`config.mk`:
```
export PLATFORM = sky130hd
export DESIGN_NAME = pc_fetch_unit
export DESIGN_NICKNAME = d
export VERILOG_FILES = /design/src/rtl/pc_pkg.sv /design/src/rtl/pc_redirect_buf.sv /design/src/rtl/pc_fetch_unit.sv
export SDC_FILE = /design/constraint.sdc
export NUM_CORES = 1
export LEC_CHECK = 0
export CORE_MARGIN = 2
export CORE_UTILIZATION = 31
export CTS_BUF_LIST = sky130_fd_sc_hd__clkbuf_4 sky130_fd_sc_hd__clkbuf_8
export DETAILED_ROUTE_END_ITERATION = 8
export GPL_ROUTABILITY_DRIVEN = 1
export SLEW_MARGIN = 10
export SYNTH_ARGS = -nofsm -noshare
export SYNTH_HDL_FRONTEND = slang
export SYNTH_SLANG_ARGS = --single-unit
```
`constraint.sdc`:
```
create_clock -name clk -period 5.92 [get_ports clk]
set_clock_uncertainty 0.2 [all_clocks]
set_input_delay 1.776 -clock clk [delete_from_list [all_inputs] [get_ports clk]]
set_output_delay 1.776 -clock clk [all_outputs]
set_load 0.005 [all_outputs]
```
`src/rtl/pc_pkg.sv`:
```
// Shared constants and FSM state type for the PC fetch unit.
package pc_pkg;

    localparam int unsigned XLEN       = 32;
    localparam int unsigned INSN_BYTES = 4;

    typedef enum logic [1:0] {
        ST_BOOT,
        ST_FETCH,
        ST_HOLD
    } fetch_state_e;

endpackage

```
`src/rtl/pc_redirect_buf.sv`:
```
// One-entry pending-redirect register: a valid bit plus the latched target.
module pc_redirect_buf
    import pc_pkg::*;
(
    input  logic            clk,
    input  logic            rst,
    input  logic            set_en,
    input  logic [XLEN-1:0] set_addr,
    input  logic            clr,
    output logic            valid,
    output logic [XLEN-1:0] addr
);

    logic            valid_q, valid_d;
    logic [XLEN-1:0] addr_q,  addr_d;

    // A new redirect overwrites any older one; clear only drops the valid bit.
    always_comb begin
        valid_d = valid_q;
        addr_d  = addr_q;
        if (set_en) begin
            valid_d = 1'b1;
            addr_d  = set_addr;
        end else if (clr) begin
            valid_d = 1'b0;
        end
    end

    always_ff @(posedge clk) begin
        if (rst) begin
            valid_q <= 1'b0;
            addr_q  <= '0;
        end else begin
            valid_q <= valid_d;
            addr_q  <= addr_d;
        end
    end

    assign valid = valid_q;
    assign addr  = addr_q;

endmodule

```
`src/rtl/pc_fetch_unit.sv`:
```
// PC sequencing and instruction-fetch handshake (BOOT/FETCH/HOLD).
// Define PC_MISALIGN_TRAP_EN to trap redirects whose target has bit 1 set.
module pc_fetch_unit
    import pc_pkg::*;
#(
    parameter logic [XLEN-1:0] RESET_VECTOR = 32'h0000_0000,
    parameter logic [XLEN-1:0] TRAP_VECTOR  = 32'h0000_0100
) (
    input  logic            clk,
    input  logic            rst,
    input  logic            pc_ctr,
    input  logic [XLEN-1:0] target,
    input  logic            stall,
    output logic            imem_req,
    output logic [XLEN-1:0] imem_addr,
    input  logic            imem_ready,
    output logic            inst_valid,
    output logic [XLEN-1:0] pc,
    output logic [XLEN-1:0] pc_plus4,
    output logic            misalign
);

    fetch_state_e    state_q, state_d;
    logic [XLEN-1:0] pc_q, pc_d;
    logic            accept;
    logic            pend_valid;
    logic [XLEN-1:0] pend_addr;
    logic            redirect_take;
    logic [XLEN-1:0] redirect_addr;
    logic            trap_hit;

    pc_redirect_buf u_redirect_buf (
        .clk      (clk),
        .rst      (rst),
        .set_en   (pc_ctr & ~accept),
        .set_addr (target),
        .clr      (accept),
        .valid    (pend_valid),
        .addr     (pend_addr)
    );

    always_comb begin
        state_d       = state_q;
        pc_d          = pc_q;
        imem_req      = 1'b0;
        accept        = 1'b0;
        misalign      = 1'b0;
        redirect_take = pc_ctr | pend_valid;
        redirect_addr = (pc_ctr ? target : pend_addr) & ~XLEN'(1);
`ifdef PC_MISALIGN_TRAP_EN
        trap_hit      = redirect_take & redirect_addr[1];
`else
        trap_hit      = 1'b0;
`endif

        case (state_q)
            ST_BOOT:  state_d = ST_FETCH;
            ST_FETCH: begin
                imem_req = 1'b1;
                if (imem_ready) begin
                    if (stall) state_d = ST_HOLD;
                    else       accept  = 1'b1;
                end
            end
            ST_HOLD:  if (!stall) state_d = ST_FETCH;
            default:  state_d = ST_BOOT;
        endcase

        // Reset is synchronous, so a FETCH state seen during rst must not leak outputs.
        if (rst) begin
            imem_req = 1'b0;
            accept   = 1'b0;
        end

        if (accept) begin
            misalign = trap_hit;
            if (redirect_take) pc_d = trap_hit ? TRAP_VECTOR : redirect_addr;
            else               pc_d = pc_q + XLEN'(INSN_BYTES);
        end
    end

    always_ff @(posedge clk) begin
        if (rst) begin
            state_q <= ST_BOOT;
            pc_q    <= RESET_VECTOR;
        end else begin
            state_q <= state_d;
            pc_q    <= pc_d;
        end
    end

    assign inst_valid = accept;
    assign imem_addr  = pc_q;
    assign pc         = pc_q;
    assign pc_plus4   = pc_q + XLEN'(INSN_BYTES);

endmodule

```
==> impl_metrics.py <==
metrics = {
    "finish": {
        "diodes": 0,
        "drive_above_1_share": 0.0748,
        "syn_to_final_growth_pct": 33.9,
        "fin_nets": 661,
        "design_area_um2": 5560,
    },
    "die": {
        "die_area_um2": 14300,
        "ios": 136,
        "die_x_um": 120,
        "num_rows": 42,
        "initial_core_util": 0.316,
        "die_y_um": 120,
        "core_um2": 13100,
    },
    "power": {
        "peakVddDrop_v": 0.000133,
        "leakage_nw": 1.96,
        "cellPowerDensity_nw_per_um2": 202,
    },
    "global_route": {
        "grt-busiest-layer": "met2",
        "grt_pass1_wl_um": 20300,
        "grt_pass1_vias": 3806,
        "grt_util_met2": 0.291,
        "groute.layer.met1.usage": 0.233,
        "antenna_found_initial": 0,
        "gr-usage-met3": 0.0475,
        "grt_overflow_total": 0,
        "grt_usage": 0.178,
        "grt_start_max_net_pins": 46,
    },
    "placement": {
        "gp_congestion": 0.823,
        "hpwl_um": 9200,
        "io_buffers": 130,
        "placement.cell_area_um2": 5310,
    },
    "worst_setup_path": {
        "cp_top_family": "buffers and inverters",
        "endpoint_kind": "primary output",
        "path_cells": "clkdlybuf4s50_1 -> nor2b_1 -> nand2_1 -> inv_1 -> clkdlybuf4s50_1",
        "slowest_stage": "clkdlybuf4s50_1",
        "slowest_delay_ns": 0.51,
        "path_class": "in2out",
        "worstPathRequired_ns": 3.94,
        "critPathLaunchType": "primary input",
        "critPathArrivalTime_ns": 3.40,
        "crit_path_frequent_cell": "clkdlybuf4s50_1",
        "critPathMaxFanout": 4,
        "regToRegSetupSlack_ns": 3.29,
        "crit_buf_inv": 3,
    },
    "yosys": {
        "synth_common_cells": "98 x nand2_1, 65 x dfxtp_1, 64 x a21oi_1, 36 x buf_4, 32 x o21ai_0",
        "synth-edff-count": 0,
        "async_flop_share": 0,
        "yosys-top-cells-area": "dfxtp_1 31%, nand2_1 8.9%, a21oi_1 7.7%",
        "yosysMostFrequentCell": "nand2_1",
        "post-synth-top-area-cell": "dfxtp_1",
        "synth_area_um2": 4150,
        "ys_warn_count": 0,
        "synth_cell_types": 64,
        "syn_avg_cell_area_um2": 7.63,
        "synth_ff_type": "dfxtp_1",
        "synth_top_area_frac": 0.314,
        "postSynthCellCount": 544,
        "synth_seq_cells": 65,
        "ys_seq_area_frac": 0.314,
    },
    "cts": {
        "tritoncts": "built",
        "cts_resized": 0,
        "h-tree-depth": 3,
        "ctsHoldBuffers": 0,
        "clk_path_buf_depth": 2,
        "clk_latency_ns": 0.35,
        "clk_pin_slew_worst_paths_ns": 0.07,
        "cts.sinks": 65,
        "cts-buffers-inserted": 9,
        "postCtsSetupRepairBufs": 0,
        "root_buffer": "clkbuf_8",
    },
    "sta": {
        "drv_slew": 0,
        "hold_ws_ns": 0.252,
        "setup_viol": 0,
        "worst_pin_slew_ns": 1.09,
        "max_slew_margin": 0.269,
        "clock.fmax_ghz": 0.186,
        "rsz0062_at_grt": "false",
        "fin_crit_sh": 0.909,
        "hold_viol_final": 0,
        "fin_crit_ns": 5.38,
        "tns_ns": 0,
    },
    "detailed_routing": {
        "drtIter0Drc": 313,
        "first_pass_iters": 5,
        "drt_wl_total_um": 13000,
        "wl_per_cell_um": 16.1,
        "vias": 4173,
        "drc": 0,
        "avgViaCountPerCell": 5.19,
        "ant_nets": 0,
    },
    "job": {
        "maxCapViolCount": 0,
    },
    "hold_path": {
        "min_path_type": "reg2reg",
    },
    "status": {
        "outcome": "complete, no violations",
    },
}
cell usage in the layout (no fill, tap or decap), drive strengths merged, types with 4 or more instances in the layout:
cell type | synthesis | layout
buf | 48 | 7
clkbuf | 24 | 9
nand2 | 98 | 98
conb | 1 | 4
xor2 | 7 | 7
nor4 | 7 | 7
nor2 | 23 | 23
clkdlybuf4s50 | 0 | 130
o21a | 5 | 5
and4 | 4 | 4
nor2b | 10 | 10
and3 | 6 | 6
a21oi | 64 | 64
a211oi | 4 | 4
o21ai | 32 | 32
mux2i | 4 | 4
dfxtp | 65 | 65
a32o | 10 | 10
nor3 | 12 | 12
xnor2 | 21 | 21
inv | 19 | 19
o31ai | 4 | 4
nand3b | 5 | 5
nand3 | 20 | 20
nand4 | 9 | 9
a31oi | 5 | 5
report_power, final:
group          internal (mW)  switching [mW]
registers              0.456          0.0201
logic                 0.0869          0.0889
clock network          0.280           0.188
through the flow:
stage	instances	util	power [mW]	setup WS [ns]
2_1_floorplan	547	-	0.581	1.09
3_3_place_gp	788	0.404	0.658	0.556
3_5_place_dp	788	0.404	0.662	0.528
4_1_cts	804	0.423	1.13	0.509
5_1_grt	804	0.423	1.17	0.448
6_report	804	0.423	1.12	0.541
cell families after synthesis:
logic type,synth area share
and+or+nand+nor,0.259
other,0.000904
buffers and inverters,0.120
AOI/OAI and AO/OA,0.230
adders and majority gates,0.00301
DFF,0.314
muxes,0.0151
xor gates and xnor gates,0.0591
layout make-up:
class | instances | area (um^2)
Tap cell | 176 | 220
Inverter | 19 | 71.3
Clock inverter | 7 | 119
Sequential cell | 65 | 1300
Fill cell | 1345 | 7580
Clock buffer | 9 | 124
Multi-Input combinational cell | 391 | 2370
Timing Repair Buffer | 137 | 1350
final timing paths:
kind / startpoint / endpoint / depth (start not counted)
setup / recovery: imem_ready / inst_valid / 5
setup reg to reg: imem_addr[2]$_SDFFE_PP0P_ / imem_addr[18]$_SDFFE_PP0P_ / 6
hold / removal: u_redirect_buf.addr[9]$_SDFFE_PP0P_ / u_redirect_buf.addr[9]$_SDFFE_PP0P_ / 2
hold reg to reg: u_redirect_buf.addr[9]$_SDFFE_PP0P_ / u_redirect_buf.addr[9]$_SDFFE_PP0P_ / 2
registers in the layout, indices dropped and copies added (netlist names):
register and flops:
imem_addr 31, state_q 2, u_redirect_buf.addr 31, u_redirect_buf.valid 1
per-layer routing:
layer | part of all wire | wire length, um
met4 | 0.0073 | 95
met2 | 0.47 | 6030
met5 | 0 | 0
met3 | 0.068 | 878
met1 | 0.46 | 5950
tightest hold or removal path: cells and delay by family (launching register included):
kind	cells	cell delay [ns]
AO/OA/AOI/OAI	1	0.05
flip-flops	1	0.31
AND/OR/NAND/NOR	1	0.05
Note: power is estimated with default switching activity, not from simulation.
